`config.mk`:
```
export PLATFORM = sky130hd
export DESIGN_NAME = text_video_ctrl
export DESIGN_NICKNAME = d
export VERILOG_FILES = /design/src/rtl/text_video_ctrl.sv
export SDC_FILE = /design/constraint.sdc
export NUM_CORES = 1
export LEC_CHECK = 0
export BUFFER_PORTS_ARGS = -buffer_cell sky130_fd_sc_hd__buf_4
export CAP_MARGIN = 15
export CORE_MARGIN = 4
export CORE_UTILIZATION = 55
export DETAILED_ROUTE_END_ITERATION = 10
export PLACE_DENSITY = 0.77
export SLEW_MARGIN = 20
export SYNTH_ARGS = -nofsm -noshare
export SYNTH_HDL_FRONTEND = slang
export SYNTH_SLANG_ARGS = --single-unit
```
`constraint.sdc`:
```
create_clock -name clk -period 2.9 [get_ports clk]
set_clock_uncertainty 0.05 [all_clocks]
set_input_delay 0.435 -clock clk [delete_from_list [all_inputs] [get_ports clk]]
set_output_delay 0.435 -clock clk [all_outputs]
set_load 0.01 [all_outputs]
```
`src/rtl/text_video_ctrl.sv`:
```
// Text-mode display controller: raster timing, character/font fetch pipeline,
// 1-bit pixel output with blank/sync and a blinking underline cursor.
module text_video_ctrl #(
  parameter int H_VIS  = 640,
  parameter int H_FP   = 16,
  parameter int H_SYNC = 96,
  parameter int H_BP   = 48,
  parameter int V_VIS  = 400,
  parameter int V_FP   = 12,
  parameter int V_SYNC = 2,
  parameter int V_BP   = 35,
  parameter bit HS_POL = 1'b0,
  parameter bit VS_POL = 1'b1
) (
  input  logic        clk,
  input  logic        reset,
  output logic [10:0] char_a,
  input  logic [7:0]  char,
  output logic [11:0] font_a,
  input  logic [7:0]  font_d,
  input  logic        cursor_en,
  input  logic [10:0] cursor_pos,
  output logic        pixel,
  output logic        blank,
  output logic        hsync,
  output logic        vsync,
  output logic        frame
);

  localparam int H_TOTAL = H_VIS + H_FP + H_SYNC + H_BP;
  localparam int V_TOTAL = V_VIS + V_FP + V_SYNC + V_BP;
  localparam logic [9:0]  H_LAST   = 10'(H_TOTAL - 1);
  localparam logic [8:0]  V_LAST   = 9'(V_TOTAL - 1);
  localparam logic [9:0]  H_VIS_W  = 10'(H_VIS);
  localparam logic [8:0]  V_VIS_W  = 9'(V_VIS);
  localparam logic [9:0]  HS_START = 10'(H_VIS + H_FP);
  localparam logic [9:0]  HS_END   = 10'(H_VIS + H_FP + H_SYNC);
  localparam logic [8:0]  VS_START = 9'(V_VIS + V_FP);
  localparam logic [8:0]  VS_END   = 9'(V_VIS + V_FP + V_SYNC);
  localparam logic [10:0] COLS     = 11'(H_VIS / 8);

  typedef struct packed {
    logic [2:0] x;
    logic [3:0] row;
    logic       vis;
    logic       hs;
    logic       vs;
    logic       frm;
    logic       cur;
  } stage_t;

  logic [9:0]  hcnt;
  logic [8:0]  vcnt;
  logic [10:0] row_base;
  logic [4:0]  blink;
  stage_t      pipe [1:4];

  logic        h_end, v_end, vis0;
  logic [10:0] cell0;
  stage_t      s0;

  always_comb begin
    h_end   = (hcnt == H_LAST);
    v_end   = (vcnt == V_LAST);
    vis0    = (hcnt < H_VIS_W) && (vcnt < V_VIS_W);
    cell0   = row_base + {4'd0, hcnt[9:3]};
    s0      = '0;
    s0.x    = hcnt[2:0];
    s0.row  = vcnt[3:0];
    s0.vis  = vis0;
    s0.hs   = (hcnt >= HS_START) && (hcnt < HS_END);
    s0.vs   = (vcnt >= VS_START) && (vcnt < VS_END);
    s0.frm  = (hcnt == 10'd0) && (vcnt == 9'd0);
    // Underline on the last two cell rows, visible during the first half of the blink period.
    s0.cur  = cursor_en && (cell0 == cursor_pos) && (vcnt[3:1] == 3'b111) && !blink[4];
  end

  always_ff @(posedge clk) begin
    if (reset) begin
      hcnt     <= '0;
      vcnt     <= '0;
      row_base <= '0;
      blink    <= '0;
    end else begin
      hcnt <= h_end ? 10'd0 : hcnt + 10'd1;
      if (h_end) begin
        if (v_end) begin
          vcnt     <= '0;
          row_base <= '0;
          blink    <= blink + 5'd1;
        end else begin
          vcnt <= vcnt + 9'd1;
          if ((vcnt < V_VIS_W) && (vcnt[3:0] == 4'hF))
            row_base <= row_base + COLS;
        end
      end
    end
  end

  // Five-stage fetch pipeline; side-band info travels alongside in pipe[].
  always_ff @(posedge clk) begin
    if (reset) begin
      char_a <= '0;
      font_a <= '0;
      pixel  <= 1'b0;
      blank  <= 1'b1;
      hsync  <= !HS_POL;
      vsync  <= !VS_POL;
      frame  <= 1'b0;
      for (int i = 1; i <= 4; i++) pipe[i] <= '0;
    end else begin
      if (vis0) char_a <= cell0;
      pipe[1] <= s0;
      for (int i = 2; i <= 4; i++) pipe[i] <= pipe[i-1];
      font_a <= {char, pipe[2].row};
      pixel  <= pipe[4].vis & (font_d[3'd7 - pipe[4].x] ^ pipe[4].cur);
      blank  <= !pipe[4].vis;
      hsync  <= pipe[4].hs ? HS_POL : !HS_POL;
      vsync  <= pipe[4].vs ? VS_POL : !VS_POL;
      frame  <= pipe[4].frm;
    end
  end

endmodule

```
Word-level counts from Yosys, hierarchy flattened

Memories as Yosys holds them, arrays and structs flattened.
Cells that the tools add are included.
W data, S select, Z words.

Add/subtract/negate cells: 6
$lt $le $gt $ge: 7
Equality and inequality tests: 5
Mux-type cells: 14
Bitwise gates (word level): 6
Reduce and logical (&&, ||, !) cells: 16

Operators with widths:

| cell                    | count |
|---|---|
| $mux W12                | 4 |
| $mux W11                | 2 |
| $lt A10 B10 Y1 const B  | 2 |
| $lt A9 B9 Y1 const B    | 2 |
| $add A11 B7 Y11         | 1 |
| $add A11 B7 Y11 const B | 1 |
| $eq A11 B11 Y1          | 1 |
| $add A10 B1 Y10 const B | 1 |
| $eq A10 B10 Y1 const B  | 1 |
| $ge A10 B10 Y1 const B  | 1 |
| $logic_not A10 Y1       | 1 |
| $add A9 B1 Y9 const B   | 1 |
| $eq A9 B9 Y1 const B    | 1 |
| $ge A9 B9 Y1 const B    | 1 |
| $logic_not A9 Y1        | 1 |
| $mux W9                 | 1 |
| $logic_and A1 B1 Y1     | 8 |
| $mux W1                 | 6 |
| $add A5 B1 Y5 const B   | 1 |
| $eq A4 B4 Y1 const B    | 1 |
| $lt A3 B4 Y1 const B    | 1 |
| $or A1 B1 Y1            | 4 |
| $reduce_and A2 Y1       | 2 |
| $bmux W1 S3             | 1 |
| 7 further kinds         | 8 |

Register bits after elaboration: 63
RAM bits: 48
Bits of input ports: 30
Output and inout bits: 28
Memories: 1

Memory list:

| name | depth | width | rd ports | clocked after Yosys merged registers in | write ports | line | RTL |
|---|---|---|---|---|---|---|---|
| pipe | 4     | 12    | 4        | 0                                       | 4           | 56   | `stage_t pipe [1:4];` |

Depth between registers and ports, before layout

Word-level depth: 6
Gate-level depth with buffers: 7

Worst setup path before layout

Ideal clock, no wire load.

Path kind: register -> register
From: register hcnt[0]
To: register row_base[9]
Setup time: 0.128 ns
Data arrival time: 1.768 ns
Setup slack: 0.954 ns
Cell stages (with the launch flop): 8
Period minus slack after synthesis: 1.946 ns
Path through: dfxtp_1 > ha_1 > nand4_1 > or4_4 > buf_6 > nor4_4 > xnor2_1 > nor2_1

Longest elaborated chain between the ends: 2

RTL lines:

| element                            | line | RTL |
|---|---|---|
| from (decl)                        | 52   | `logic [9:0] hcnt;` |
| from (signal assigned)             | 85   | `hcnt <= h_end ? 10'd0 : hcnt + 10'd1;` |
| $eq A10 B10 Y1                     | 63   | `h_end = (hcnt == H_LAST);` |
| $reduce_and A2 Y1 (no source line) | -    |  |
| to (signal assigned)               | 94   | `row_base <= row_base + COLS;` |
| to (decl)                          | 54   | `logic [10:0] row_base;` |

No other way between the ends.
A chain may end at the register's enable or synchronous reset.

Worst setup path in the final report

From: register hcnt[0]
To: register row_base[7]

Same word-level chain as after synthesis.

==> summary.md <==
| Metric | Value |
|---|---|
| Power share of the sequential group | `around three fifths` |
| Leakage | `about 1.8 nW` |
| Crit path time final | `between 2 and 2.5 ns` |
| CTS tree | `built` |
| Setup CP Type | `register to register` |
| Leading area contributor after synthesis | `dfxtp_1` |
| DP HPWL | `between 4000 and 5000 microns` |
| Comb pwr share | `between 4 and 5%` |
| Antenna violations before repair | `0` |
| Reg2Reg Setup Slack | `slightly below 0.8 ns` |
| Resize count post-CTS | `0` |
| Post-CTS Setup Repair Bufs | `0` |
| Fmax | `about 0.47 GHz` |
| Critical Path RT | `3.09 ns` |
| Library cells used by synthesis | `40` |
| Routed len/inst | `roughly 13 microns` |
| Buffers on Ports | `57` |
| Antenna-violating nets left | `0` |
| R2r endpoint | `row_base[7]` |
| Clk root buf | `clkbuf_8` |
| CP max stage delay | `between 0.6 and 0.7 ns` |
| Commonest cells post-synth | `99 x dfxtp_1, 49 x nor2_1, 49 x nor2b_1` |
| Final period util | `between 70% and 80%` |
| Max FO, Critical Path | `11` |
| Longest Clk Path Bufs | `2` |
| Synth top area share | `between 50% and 60%` |
| Maximum VDD drop | `around 260 uV` |
| Mapped Avg Cell Area | `9.93 sq um` |
| Gate Count Post-Synth | `385` |
| Psw | `about 0.00054 W` |
| Area contributors post-synth | `dfxtp_1 52%, nor2b_1 8.0%, xnor2_1 5.3%` |
| Seq/Total Area, Yosys | `around half` |
| # rows | `30` |
| Largest net degree at the start of global routing | `53` |
| Status | `completed` |
| Async set-reset flop share out of synthesis | `0%` |
| CP Capture Point | `row_base[7]` |
| Final wirelength | `around 6500 microns` |
| FF-to-FF Start | `hcnt[0]` |
| Worst slew margin | `64.7%` |
| Mapped Area | `~3800 sq um` |
| Die X | `91.4 microns` |
| Starting Density | `a little under three fifths` |
| Unrepaired setup endpoints after global routing | `no` |
| I/O pins | `between 50 and 60` |
| Crit. End Element | `register` |
| RePlAce Congestion | `0.901` |
| Setup TNS | `0 ns` |
| CTS Buf Count | `9` |
| Yosys warnings | `0` |
| Synth Flop Type | `dfxtp_1` |
| Vias in the first global route | `about 2500` |
| Slowest cell on crit path | `or4_4` |
| Crit path from | `hcnt[0]` |
| Startpoint types | `register` |
| Worst Tran Pin Value | `~0.52 ns` |
| Sw frac | `23.4%` |
| Arrival @ worst endpoint | `roughly 2.3 ns` |
| Top-count cell post-synth | `dfxtp_1` |
| Die height | `91.4 microns` |
| Final Hold Fails | `0` |
| Hold Path Class | `primary input to register` |
| Overall Power | `between 0.002 and 0.0025 W` |
| Initial DRC Count | `94` |
| DRC violations left | `0` |
| Clock-pin slew of the registers on the worst-case setup and hold paths | `roughly 0.09 ns` |
| Drt first pass iters | `4` |
| Post-synth EDFFs | `0` |
| Vias | `around 2600` |
| Post-Synthesis Net Count | `424` |
| Core Area | `just under 7000 sq um` |
| Skew-Pair Late Insertion Delay | `0.36 ns` |
| Number of synthesized register bits | `around 100` |
| Final setup violation count | `0` |
| Final number of max-transition violations | `0` |
| Layout area overhead | `15.7%` |
| Worst-case reg-to-reg path depth | `6` |
| Critical path depth in cells | `6` |
| Overall Global Routing Usage | `around 16%` |
| Die footprint | `approximately 8400 sq um` |
| CP Cell Sequence | `ha_1, nand4_1, or4_4, nor3_1, xnor2_1, nor2_1` |
| Via density | `5.09` |
| First-pass GRT wire length | `approximately 11000 microns` |
| Final #Nets | `470` |
| Total gr overflow | `0` |
| Clock power frac | `35.2%` |
| PwrDens | `approximately 520 nW/um^2` |
| Layout cells sized above 1 | `19.7%` |
| CTS Hold Bufs | `0` |
| Htree depth | `3` |
| Internal power | `approximately 0.0018 W` |
| ANT cells | `0` |
| Crit-path leading delay family | `simple AND/OR/NAND/NOR gates` |
| Maxcap violations | `0` |
| Sink Count | `a little under 100` |
| CP bufs+invs | `0` |
[how the worst min path moves through the flow]
stage          depth (start not counted)         to  slack (ns)   startpoint
6_report                               2  font_a[8]        0.23      char[4]
5_1_grt                                2  font_a[8]        0.22      char[4]
4_1_cts                                2  font_a[8]        0.22      char[4]
3_5_place_dp                           1      hsync        0.32  pipe[0][51]
3_3_place_gp                           1      hsync        0.31  pipe[0][51]
2_1_floorplan                          1      hsync        0.31  pipe[0][51]
[worst reg2reg max path: stages (launching register included)]
cell     delay, ns
dfxtp_1       0.40
ha_1          0.26
nand4_1       0.15
or4_4         0.65
nor3_1        0.30
xnor2_1       0.15
nor2_1        0.05
[cells in the final DEF, fill, tap and decap left out, drive strengths merged, types with 2 or more instances in the layout]
cell,count
dfxtp,99
buf,60
nor2b,49
nor2,49
xnor2,23
xor2,18
nand3,12
inv,12
nand2,11
mux2i,11
nand4,10
nor3,10
ha,9
clkbuf,9
a21oi,8
nor4,6
nand2b,4
a211oi,4
or2,4
o21ai,3
or3,3
or4,3
o311a,2
and3,2
nor3b,2
o31ai,2
mux4,2
clkinvlp,2
clkinv,2
[metal layers]
layer  track usage, %  routed length, microns  vias to the layer above  part of all wire (%)
met5                0                       0                        -                     0
met4             6.41                     121                        0                   1.9
met3             4.97                     308                       12                   4.8
met2             28.2                    3150                       51                    49
met1             18.4                    2880                     1209                    45
li1                 -                       -                     1353                     -
[power by group through the flow]
stage,clock network [W],logic [W],registers (W)
after floorplan,0,0.0000538,0.00142
after global placement,0,0.000103,0.00142
after detailed placement,0,0.000105,0.00142
after CTS,0.000834,0.000105,0.00139
after global routing,0.000887,0.000115,0.00139
final,0.000811,0.000103,0.00139
[metrics by stage]
step | area [sq um] | std cells | hold slack [ns] | utilization, % | setup slack (ns)
floorplan | 3820 | 385 | 0.306 | - | 0.954
global placement | 4240 | 500 | 0.309 | 62.8 | 0.861
detailed placement | 4240 | 500 | 0.320 | 62.8 | 0.801
CTS | 4430 | 516 | 0.220 | 65.5 | 0.786
global route | 4430 | 516 | 0.224 | 65.5 | 0.614
finish | 4430 | 516 | 0.229 | 65.5 | 0.785
[flip-flops by register name, indices dropped and copies added (netlist names)]
| signal | count |
|---|---|
| frame | 1 |
| hcnt | 10 |
| row_base | 7 |
| vcnt | 9 |
| vsync | 1 |
| hsync | 1 |
| blink | 5 |
| pixel | 1 |
| char_a | 11 |
| pipe | 40 |
| blank | 1 |
| font_a | 12 |
[cell type report]
cell class                      instances  area [sq um]
Sequential cell                        99          1980
Clock inverter                          7          60.1
Inverter                                9          33.8
Fill cell                             560          2330
Tap cell                               80           100
Multi-Input combinational cell        252          1680
Timing Repair Buffer                   60           450
Clock buffer                            9           124
[kinds of logic after synthesis]
family	share of synthesized area, %
adder cells (fa/ha/maj)	2.94
AO/OA/AOI/OAI	3.66
AND/OR/NAND/NOR	23.8
multiplexers	4.06
flip-flops	51.8
XOR/XNOR	9.39
buffers and inverters	4.35
(Power assumes the default switching activity.)
